$ cat src/rtl/gpu_op_arbiter.sv
// gpu_op_arbiter
// Round-robin arbiter sharing the single GPU op port between NUM_REQ
// producers. A producer keeps the grant for a whole burst, which ends with
// its req_last flag, so its ops reach the GPU as one contiguous sequence.
// The output op is registered.
//
// Optional feature: define GPU_OP_ARBITER_TIMEOUT_EN to build an idle-grant
// watchdog. The watchdog releases an owner that stops presenting ops for
// TIMEOUT enabled cycles.
//
// Ports:
//   clk, rst              clock, asynchronous active-high reset
//   ce                    clock enable; low freezes all state and handshakes
//   req_op/valid/last     per-requester op, valid and end-of-burst flag
//   req_ready             per-requester accept (combinational)
//   grant                 one-hot current owner, registered (0 when idle)
//   op, op_valid          registered op to the GPU
//   op_ready              GPU accept

package gpu_op_arbiter_pkg;
    typedef struct packed {
        logic [11:0] x;
        logic [11:0] y;
        logic [11:0] w;
        logic [11:0] h;
        logic [11:0] color;
    } gpu_op_t;
endpackage

// Per-requester handshake qualification.
module gpu_op_arbiter_lane (
    input  logic ce,
    input  logic owner,
    input  logic out_free,
    input  logic valid,
    output logic ready,
    output logic accept
);
    assign ready  = ce && owner && out_free;
    assign accept = valid && ready;
endmodule

module gpu_op_arbiter
    import gpu_op_arbiter_pkg::*;
#(
    parameter int NUM_REQ = 2,
    parameter int TIMEOUT = 256
) (
    input  logic                 clk,
    input  logic                 rst,
    input  logic                 ce,
    input  gpu_op_t [NUM_REQ-1:0] req_op,
    input  logic [NUM_REQ-1:0]   req_valid,
    input  logic [NUM_REQ-1:0]   req_last,
    output logic [NUM_REQ-1:0]   req_ready,
    output logic [NUM_REQ-1:0]   grant,
    output gpu_op_t              op,
    output logic                 op_valid,
    input  logic                 op_ready
);
    localparam int IW = $clog2(NUM_REQ);

    typedef enum logic {ARBITRATE, GRANTED} state_t;

    state_t              state;
    // Index of the current (or most recent) owner; the search starts after it.
    logic [IW-1:0]       last_grant;
    logic [IW-1:0]       winner;
    logic [IW-1:0]       cand;
    logic [NUM_REQ-1:0]  winner_oh;
    logic [NUM_REQ-1:0]  lane_accept;
    logic                out_free;
    logic                accept;

    // The output register can take a new op if empty or draining this cycle.
    assign out_free = !op_valid || op_ready;

    // grant is all-zero outside GRANTED, so it alone gates req_ready.
    gpu_op_arbiter_lane u_lane [NUM_REQ-1:0] (
        .ce       (ce),
        .owner    (grant),
        .out_free (out_free),
        .valid    (req_valid),
        .ready    (req_ready),
        .accept   (lane_accept)
    );

    assign accept = |lane_accept;

    // Round-robin search. Walk offsets from farthest to nearest so the
    // nearest valid requester after last_grant is the final (winning) write.
    always_comb begin
        int c;
        winner = last_grant;
        cand   = last_grant;
        for (int k = NUM_REQ; k >= 1; k--) begin
            c = int'(last_grant) + k;
            if (c >= NUM_REQ) c = c - NUM_REQ;
            cand = IW'(c);
            if (req_valid[cand]) winner = cand;
        end
    end

    always_comb begin
        winner_oh         = '0;
        winner_oh[winner] = 1'b1;
    end

`ifdef GPU_OP_ARBITER_TIMEOUT_EN
    localparam int WDW = ($clog2(TIMEOUT) + 1 > 11) ? $clog2(TIMEOUT) + 1 : 11;
    logic [WDW-1:0] wd_cnt;
`endif

    always_ff @(posedge clk or posedge rst) begin
        if (rst) begin
            state      <= ARBITRATE;
            grant      <= '0;
            op         <= '0;
            op_valid   <= 1'b0;
            last_grant <= IW'(NUM_REQ - 1);
`ifdef GPU_OP_ARBITER_TIMEOUT_EN
            wd_cnt     <= '0;
`endif
        end else if (ce) begin
            // Drain; a same-edge accept below overrides this.
            if (op_valid && op_ready) op_valid <= 1'b0;

            case (state)
                ARBITRATE: begin
`ifdef GPU_OP_ARBITER_TIMEOUT_EN
                    wd_cnt <= '0;
`endif
                    if (|req_valid) begin
                        grant      <= winner_oh;
                        last_grant <= winner;
                        state      <= GRANTED;
                    end
                end
                GRANTED: begin
                    if (accept) begin
                        op       <= req_op[last_grant];
                        op_valid <= 1'b1;
`ifdef GPU_OP_ARBITER_TIMEOUT_EN
                        wd_cnt   <= '0;
`endif
                        if (req_last[last_grant]) begin
                            grant <= '0;
                            state <= ARBITRATE;
                        end
                    end
`ifdef GPU_OP_ARBITER_TIMEOUT_EN
                    // Owner gone quiet: release it. last_grant keeps the
                    // timed-out requester so the others are searched first.
                    else if (wd_cnt == WDW'(TIMEOUT - 1)) begin
                        grant  <= '0;
                        state  <= ARBITRATE;
                        wd_cnt <= '0;
                    end else if (!req_valid[last_grant]) begin
                        wd_cnt <= wd_cnt + 1'b1;
                    end
`endif
                end
                default: state <= ARBITRATE;
            endcase
        end
    end
endmodule

$ cat config.mk
export PLATFORM = sky130hd
export DESIGN_NAME = gpu_op_arbiter
export DESIGN_NICKNAME = d
export VERILOG_FILES = /design/src/rtl/gpu_op_arbiter.sv
export SDC_FILE = /design/constraint.sdc
export NUM_CORES = 1
export LEC_CHECK = 0
export BUFFER_PORTS_ARGS = -buffer_cell sky130_fd_sc_hd__buf_2
export CAP_MARGIN = 20
export CORE_UTILIZATION = 49
export DETAILED_ROUTE_END_ITERATION = 8
export PLACE_DENSITY = 0.87
export SLEW_MARGIN = 5
export SYNTH_ARGS = -nofsm -noshare
export SYNTH_HDL_FRONTEND = slang
export SYNTH_SLANG_ARGS = --single-unit
export TNS_END_PERCENT = 20
$ cat constraint.sdc
create_clock -name clk -period 3.4 [get_ports clk]
set_input_delay 0.17 -clock clk [delete_from_list [all_inputs] [get_ports clk]]
set_output_delay 0.17 -clock clk [all_outputs]
set_load 0.01 [all_outputs]
## Yosys cells after proc, flatten, opt, wreduce, memory -nomap -nowiden

Index checks and enable logic that the tools add are counted.

| word-level totals | value |
|---|---|
| flip-flop bits (word level) | 65 |
| input port bits | 128 |
| output and inout bits | 65 |
| word-level logic and storage cells | 64 |

| operators by class | value |
|---|---|
| add/sub/neg operators | 4 |
| $lt $le $gt $ge | 7 |
| eq/ne operators | 3 |
| mux-type cells | 25 |
| bitwise gates (word level) | 1 |
| reductions and logical operators | 15 |

Operator list:

| operator | count |
|---|---|
| $mux W60 | 2 |
| $mux W1 | 17 |
| $logic_and A1 B1 Y1 | 8 |
| $lt A1 B2 Y1 const B | 4 |
| $mux W2 | 3 |
| $reduce_and A3 Y1 | 2 |
| $ne A2 B1 Y1 const B | 2 |
| $pmux W2 S2 | 1 |
| $reduce_and A4 Y1 | 1 |
| $reduce_or A2 Y1 | 2 |
| $add A1 B2 Y3 const B | 1 |
| $ge A3 B2 Y1 const B | 1 |
| $add A1 B1 Y2 const B | 1 |
| $ge A2 B2 Y1 const B | 1 |
| $ne A2 B2 Y1 const B | 1 |
| $pmux W1 S2 | 1 |
| $sub A1 B1 Y1 const B | 2 |
| $demux W1 S1 | 1 |
| $ge A1 B1 Y1 const B | 1 |
| $logic_not A1 Y1 | 1 |
| $logic_or A1 B1 Y1 | 1 |
| $not A1 Y1 | 1 |

## Longest topological paths before layout

Gate-level depths: netlist (run 1).

| depth | value |
|---|---|
| depth in word-level cells | 13 |
| mapped depth | 5 |

## By module

A second synthesis (run 1) with hierarchy kept.

| second synthesis, totals | value |
|---|---|
| cell total of the unflattened synthesis | 290 |
| area, all modules | 3026.7 µm² |

Modules (own cells, without submodules):

| module | instances | cells an instance | area each (µm²) | seq. area each (µm²) |
|---|---|---|---|---|
| gpu_op_arbiter | 1 | 286 | 2994.1 | 1627.8 |
| gpu_op_arbiter_lane | 2 | 2 | 16.3 | 0.0 |

## Worst setup path before layout (run 1)

Ideal clock, no wire load.

| timing | value |
|---|---|
| path kind | reg2reg |
| from | register last_grant |
| to | register op[38] (netlist name) |
| library setup time | 0.125 ns |
| data arrival time | 1.593 ns |
| setup slack | 1.682 ns |
| cell stages (with the launch flop) | 5 |
| path buffers | 2 |
| clock period less this slack | 1.718 ns |
| cells stage by stage | dfstp_2 -> buf_2 -> buf_1 -> mux2_2 -> mux2_4 |

| between the ends | value |
|---|---|
| word-level cells in the longest chain between the ends | 2 |

Ends and longest elaborated chain:

| element | line | text |
|---|---|---|
| from (decl) | 67 | `logic [IW-1:0] last_grant;` |
| from (signal assigned) | 120 | `last_grant <= IW'(NUM_REQ - 1);` |
| from (signal assigned) | 135 | `last_grant <= winner;` |
| $mux W60 (not written as such) (2 in series) | 141 | `op <= req_op[last_grant];` |
| to (signal assigned) | 141 |  |
| to (decl) | 57 | `output gpu_op_t op,` |

No other way between the ends. The select of a mux whose other input is x is not followed.
A chain may end at the register's enable or synchronous reset.

## Worst setup path in the final report (run 1)

| timing | value |
|---|---|
| from | register grant[1] |
| to | register op[7] (netlist name) |

| between the ends | value |
|---|---|
| word-level cells in the longest chain between the ends | 5 |

Ends and longest elaborated chain:

| element | line | text |
|---|---|---|
| from (decl) | 56 | `output logic [NUM_REQ-1:0] grant,` |
| from (signal assigned) | 134 | `grant <= winner_oh;` |
| $logic_and A1 B1 Y1 (2 in series) | 39 | `assign ready = ce && owner && out_free;` |
| $logic_and A1 B1 Y1 | 40 | `assign accept = valid && ready;` |
| $reduce_or A2 Y1 | 88 | `assign accept = \|lane_accept;` |
| $reduce_and A3 Y1 (no line) | -- |  |

No other way between the ends.

==> results of run 1 <==
worst min-delay path by stage:
| stage | cells past startpoint | slack (ns) | endpoint |
|---|---|---|---|
| 4_1_cts | 3 | 0.13 | op_valid$_DFFE_PP0P_ |
| 6_report | 3 | 0.15 | op_valid$_DFFE_PP0P_ |
| 2_1_floorplan | 2 | 0.32 | last_grant$_DFFE_PP1P_ |
| 3_3_place_gp | 2 | 0.31 | op[24]$_DFFE_PP0P_ |
| 5_1_grt | 3 | 0.15 | op_valid$_DFFE_PP0P_ |
| 3_5_place_dp | 2 | 0.34 | op[17]$_DFFE_PP0P_ |
power by group through the flow:
stage / clock, mW / sequential (mW) / combinational (mW)
2_1_floorplan: 0 / 1.56 / 1.33
3_3_place_gp: 0 / 1.40 / 1.99
3_5_place_dp: 0 / 1.41 / 2.06
4_1_cts: 0.662 / 1.41 / 2.07
5_1_grt: 0.700 / 1.45 / 2.17
6_report: 0.645 / 1.41 / 2.04
Yosys cell counts:
cell / instances / area, sq um
buf_12: 7 / 140
a32o_1: 1 / 10.0
a22o_1: 1 / 8.76
and4_4: 1 / 11.3
nand2_1: 2 / 7.51
and2_1: 1 / 6.26
dfrtp_1: 64 / 1600
mux2_2: 63 / 709
inv_1: 2 / 7.51
a221oi_2: 1 / 15.0
buf_1: 1 / 3.75
mux2_4: 57 / 856
buf_4: 4 / 30.0
dfstp_2: 1 / 26.3
buf_2: 6 / 30.0
nand2b_2: 1 / 8.76
nand3b_1: 2 / 15.0
a21oi_1: 2 / 10.0
o21ai_0: 1 / 5.00
and3_1: 2 / 12.5
a2bb2oi_1: 1 / 8.76
clkbuf_2: 1 / 5.00
nor2_1: 1 / 3.75
mux2i_1: 1 / 10.0
nor2b_1: 1 / 6.26
o21a_1: 1 / 7.51
timing repair:
action	4_1_cts	5_1_grt
endpoints found under the setup margin	0	0
hold buffers	1	0
hold endpoints to repair	35	0
registers in the layout (all words and copies together) (netlist names):
register / cells
op: 60
state: 1
op_valid: 1
grant: 2
last_grant: 1
through the flow:
stage / cells / hold slack [ns] / util [%] / setup WS [ns] / cell area, sq um
after detailed placement: 499 / 0.343 / 64.7 / 1.26 / 4470
after global placement: 499 / 0.313 / 64.7 / 1.36 / 4470
final: 516 / 0.146 / 67.7 / 1.22 / 4680
after CTS: 516 / 0.125 / 67.7 / 1.25 / 4680
after global routing: 516 / 0.152 / 67.7 / 1.15 / 4680
after floorplan: 226 / 0.321 / - / 1.61 / 3560
routing by layer:
| metal | vias up | share of wire (%) |
|---|---|---|
| met1 | 1253 | 39 |
| li1 | 1187 | - |
| met4 | 0 | 1.7 |
| met3 | 14 | 5.4 |
| met2 | 120 | 53 |
| met5 | - | 0 |
area by class of cell:
cell class	instances	area [sq um]	share of cell area, %
multi-input cells	140	1710	36.6
well taps	96	120	2.57
inverters	2	7.51	0.161
clock inverters	7	71.3	1.53
flip-flops and latches	65	1630	34.8
repair buffers	197	1010	21.7
clock buffers	9	124	2.65
critical path: stages (launching register included):
cell     delay (ns)
dfrtp_1        0.40
a22o_1         0.19
and4_4         0.73
buf_4          0.38
mux2_4         0.33
cells by family (layout without fill, tap and decap cells):
kind of cell           Yosys count  after routing
multiplexers                   121            121
flip-flops                      65             65
buffers and inverters           21            215
AND/OR/NAND/NOR                 11             11
AO/OA/AOI/OAI                    8              8
==> flow_metrics.py, run 1 <==
metrics = {
    "cts": {
        "root_buffer": "clkbuf_8",
        "post_cts_buffers": 0,
        "cts_tree": "built",
        "clockBufferDepth": 2,
        "cts.sinks": 65,
        "cts_resized": 0,
        "insertion_delay_ns": 0.33,
        "htree_levels": 3,
        "cts_made_buffers": 9,
        "clk_pin_slew_worst_paths_ns": 0.08,
    },
    "synthesis": {
        "synth-compound-area-share_pct": 1.83,
        "synthMuxAreaShare_pct": 44.3,
        "synth_top_family_by_area": "multiplexers",
        "synth_xor_area_share_pct": 0,
        "seq_area_frac_synth_pct": 45.8,
        "syn-num-nets": 354,
        "ys_ff_latch": 65,
        "synth-adder-area-share_pct": 0,
        "synth_cell_types": 26,
        "synth-simple-area-share_pct": 2.01,
        "ys_warn_count": 0,
        "syn_avg_cell_area_sq_um": 15.7,
        "syn_area_sq_um": 3560,
        "syn_inst": 226,
    },
    "floorplanning": {
        "start_util_pct": 51.5,
        "ios": 193,
        "dieWidth_um": 87.2,
        "die-area_sq_um": 7600,
        "num_rows": 30,
        "fp.dieH_um": 87.2,
        "fp.coreArea_sq_um": 6910,
    },
    "timing": {
        "setup_tns_ns": 0,
        "period_minus_slack_ns": 2.18,
        "fmax_mhz": 459,
        "tightest_slew_ns": 0.755,
        "setup_violations": 0,
        "hold_viol_final": 0,
        "min_period_over_period_pct": 64.0,
        "maxSlewViolCount": 0,
        "rsz0062_at_grt": "no",
        "finClkSkew_ns": 0.0129,
        "max_slew_margin_pct": 49.6,
    },
    "final_layout": {
        "fillers": 565,
        "area_growth_pct": 31.5,
        "drive_above_1_share_pct": 80.2,
        "final_cell_mix": "192 x buf_2, 64 x dfrtp_1, 63 x mux2_2, 57 x mux2_4, 9 x clkbuf_8",
        "insertedDiodeCount": 0,
        "final_common_cell": "buf_2",
        "final_nets": 543,
    },
    "global_routing": {
        "grt-busiest-layer": "met2",
        "grt_max_degree": 65,
        "grt_usage_pct": 20.7,
        "grtUsageMet3_pct": 3.98,
        "met2_usage_pct": 37.2,
        "grt_pass1_wl_um": 11900,
        "antenna_found_initial": 0,
        "first_global_vias": 2500,
        "grt_overflow": 0,
        "use_met1_pct": 24.2,
    },
    "worst_setup_path": {
        "timing.rr.end": "op[7]$_DFFE_PP0P_",
        "rr_worst_depth": 4,
        "timing.rr.start": "grant[1]$_DFFE_PP0P_",
        "setup.worst_path.end": "op[7]$_DFFE_PP0P_",
        "worstPathRequired_ns": 3.60,
        "cp-startpoint": "grant[1]$_DFFE_PP0P_",
        "critPathCaptureType": "flop",
        "path_class": "flop to flop",
        "path_max_fanout": 42,
        "rrSetupSlack_ns": 1.22,
        "cp.arrival_ns": 2.38,
        "cp-start-kind": "flop",
    },
    "power_and_ir_drop": {
        "intPower_mw": 2.73,
        "vdd_drop_max_mv": 0.527,
        "p_total_mw": 4.09,
        "switchingPower_mw": 1.36,
        "power_density_nw_per_um2": 875,
        "p_leak_nw": 2.37,
        "combPwrFrac_pct": 49.9,
        "swShare_pct": 33.3,
        "seqPwrFrac_pct": 34.4,
        "clkPwrFrac_pct": 15.8,
    },
    "routing": {
        "vias_per_cell": 4.99,
        "vias": 2574,
        "antenna_left": 0,
        "drt_iter0_drc": 81,
        "totalWireLength_um": 7920,
        "drt_first_pass_iters": 4,
        "drt-wirelength-per-cell_um": 15.4,
        "drc": 0,
    },
    "place": {
        "place_congestion": 0.813,
        "dp_hpwl_um": 5920,
        "port_buffers": 192,
    },
    "worst_hold_path": {
        "hp-start": "op_ready",
        "min_path_type": "input pin to flop",
    },
    "run_status": {
        "outcome": "complete, no violations",
    },
    "flow_run": {
        "cap_viol_max_count": 0,
    },
}
Power figures use the tool's default switching activity.
==> run 2, diff against run 1 <==
ABC_AREA = 1   (was unset)
CORE_UTILIZATION = 44   (was 49)
PLACE_DENSITY = 0.8   (was 0.87)
clock period = 2.17 ns   (was 3.4 ns; I/O delays follow)
==> flow_metrics.py, run 2 <==
metrics = {
    "power_and_ir_drop": {
        "clkPwrFrac_pct": 18.6,
        "combPwrFrac_pct": 44.7,
        "power_density_nw_per_um2": 1320,
        "vdd_drop_max_mv": 0.517,
        "seqPwrFrac_pct": 36.7,
        "p_leak_nw": 2.57,
        "intPower_mw": 3.75,
        "swShare_pct": 38.1,
        "switchingPower_mw": 2.31,
    },
    "worst_setup_path": {
        "cp_slowest_stage_delay_ns": 0.87,
        "crit_family": "flip-flops",
        "cp-startpoint": "last_grant$_DFFE_PP1P_",
        "timing.rr.start": "last_grant$_DFFE_PP1P_",
        "cp_cell_sequence": "buf_12, nand2_1, nand3_1, nor2_1, nand2_1, nand3_1, nand2_1",
        "path_max_fanout": 25,
        "crit_path_frequent_cell": "nand2_1",
        "cp-start-kind": "flop",
        "critical_path_buf_inv_count": 1,
        "critPathCaptureType": "flop",
        "timing.rr.end": "grant[1]$_DFFE_PP0P_",
        "worstPathRequired_ns": 2.44,
        "rrSetupSlack_ns": 0.53,
        "cp_slowest_cell": "dfstp_4",
        "cp.arrival_ns": 1.91,
        "rr_worst_depth": 7,
        "path_class": "flop to flop",
    },
    "final_layout": {
        "stdcell_count": 604,
        "fillers": 654,
        "largest_registers": "op (60), grant (2)",
        "top_register": "op",
        "largest_reg_flops": 60,
        "insertedDiodeCount": 0,
        "final_common_cell": "buf_2",
        "post-route-util_pct": 62.7,
        "final_cell_mix": "192 x buf_2, 64 x dfrtp_1, 60 x mux2i_1, 45 x nand2_1",
        "drive_above_1_share_pct": 55.6,
        "area_growth_pct": 36.9,
        "final_nets": 628,
    },
    "timing": {
        "finClkSkew_ns": 0.00696,
        "setup_tns_ns": 0,
        "maxSlewViolCount": 0,
        "setup_violations": 0,
        "min_period_over_period_pct": 75.6,
        "setup_ws_ns": 0.528,
        "max_slew_margin_pct": 61.7,
        "period_minus_slack_ns": 1.64,
        "tightest_slew_ns": 0.573,
        "rsz0062_at_grt": "no",
        "hold_viol_final": 0,
        "fmax_mhz": 609,
    },
    "cts": {
        "insertion_delay_ns": 0.33,
        "cts.sinks": 65,
        "cts_tree": "built",
        "root_buffer": "clkbuf_8",
        "clockBufferDepth": 2,
        "clk_pin_slew_worst_paths_ns": 0.07,
        "cts_made_buffers": 9,
        "htree_levels": 3,
    },
    "routing": {
        "drt_iter0_drc": 96,
        "drt-wirelength-per-cell_um": 13.1,
        "vias": 2897,
        "drt_first_pass_iters": 4,
        "antenna_left": 0,
        "vias_per_cell": 4.80,
        "totalWireLength_um": 7910,
        "drc": 0,
    },
    "synthesis": {
        "ys_warn_count": 0,
        "yosysTopAreaCell": "dfrtp_1",
        "syn_avg_cell_area_sq_um": 10.6,
        "netlist_top_cells_count": "64 x dfrtp_1, 60 x mux2i_1, 45 x nand2_1, 32 x nand2_2, 31 x o21ai_2",
        "synth_top_flop_cell": "dfrtp_1",
        "syn_inst": 315,
        "synthMostInstantiatedCell": "dfrtp_1",
        "async_flop_share_pct": 100,
        "ys_ff_latch": 65,
        "synth_cell_types": 20,
        "synth_area_leaders": "dfrtp_1 48%, mux2i_1 18%, o21ai_2 8.1%",
        "seq_area_frac_synth_pct": 48.7,
        "syn_area_sq_um": 3340,
        "syn-num-nets": 443,
        "synth_top_area_share_pct": 47.9,
        "synth_edf_count": 0,
    },
    "global_routing": {
        "grt_max_degree": 69,
        "first_global_vias": 2723,
        "grt_overflow": 0,
        "antenna_found_initial": 0,
        "grt_usage_pct": 19.8,
        "grt_pass1_wl_um": 12000,
    },
    "floorplanning": {
        "fp.dieH_um": 89.2,
        "num_rows": 31,
        "start_util_pct": 45.8,
        "dieWidth_um": 89.2,
        "ios": 193,
        "fp.coreArea_sq_um": 7290,
        "die-area_sq_um": 7950,
    },
    "place": {
        "port_buffers": 192,
        "dpl_worst_slack_ns": 0.528,
        "numPlacedInstances": 587,
        "dp_hpwl_um": 5930,
        "place_congestion": 0.752,
    },
    "worst_hold_path": {
        "holdPathStages": 3,
        "hp-start": "req_op[31]",
        "holdPathEnd": "op[31]$_DFFE_PP0P_",
        "min_path_type": "input pin to flop",
    },
    "run_status": {
        "outcome": "complete, no violations",
    },
    "flow_run": {
        "cap_viol_max_count": 0,
    },
}
==> run 2: how the worst max path moves through the flow <==
stage                           end  cells after the start
2_1_floorplan  grant[0]$_DFFE_PP0P_                      1
3_3_place_gp     op[14]$_DFFE_PP0P_                      3
3_5_place_dp   grant[1]$_DFFE_PP0P_                      7
4_1_cts        grant[1]$_DFFE_PP0P_                      7
5_1_grt        grant[1]$_DFFE_PP0P_                      7
6_report       grant[1]$_DFFE_PP0P_                      7
==> run 2: logic make-up after synthesis <==
group | synth area share (%)
AOI/OAI and AO/OA | 12.9
buffers and inverters | 6.93
DFF | 48.7
muxes | 18.0
and+or+nand+nor | 13.5
==> run 2: layer usage <==
metal  global-route usage [%]  vias to the layer above  routed length, um
met5                        0                        -                  0
met2                     37.5                      103               4110
met3                     4.43                       11                529
met4                     7.50                        0                114
met1                     21.5                     1360               3150
li1                         -                     1423                  -
==> run 2: layout make-up <==
type	count	area [sq um]	share of cell area, %
multi-input cells	215	1490	32.5
well taps	99	124	2.71
clock buffers	11	141	3.09
clock inverters	5	78.8	1.72
repair buffers	198	1070	23.4
flip-flops and latches	65	1630	35.7
inverters	11	41.3	0.902
==> run 2: stage by stage <==
step,power [mW],area (sq um),hold WS [ns]
floorplan,4.06,3340,0.302
global placement,4.88,4350,0.193
detailed placement,4.98,4350,0.211
CTS,6.14,4580,0.0441
global route,6.51,4580,0.0493
finish,6.05,4580,0.0556
==> run 2: power groups by stage <==
stage	Sequential [mW]	Combinational [mW]	Clock [mW]
4_1_cts	2.22	2.75	1.16
2_1_floorplan	2.35	1.71	0
6_report	2.22	2.71	1.13
5_1_grt	2.30	3.00	1.21
3_3_place_gp	2.20	2.68	0
3_5_place_dp	2.24	2.75	0
==> run 2: what timing repair did <==
item	CTS	global route
buffers inserted	0	0
gates resized for setup	0	0
hold buffers	1	0
hold endpoints to repair	24	0
==> run 2: worst register-to-register path, delay by kind of cell, from the launching register on <==
family / cells / cell delay (ns)
DFF: 1 / 0.87
buffers and inverters: 1 / 0.26
and+or+nand+nor: 6 / 0.46
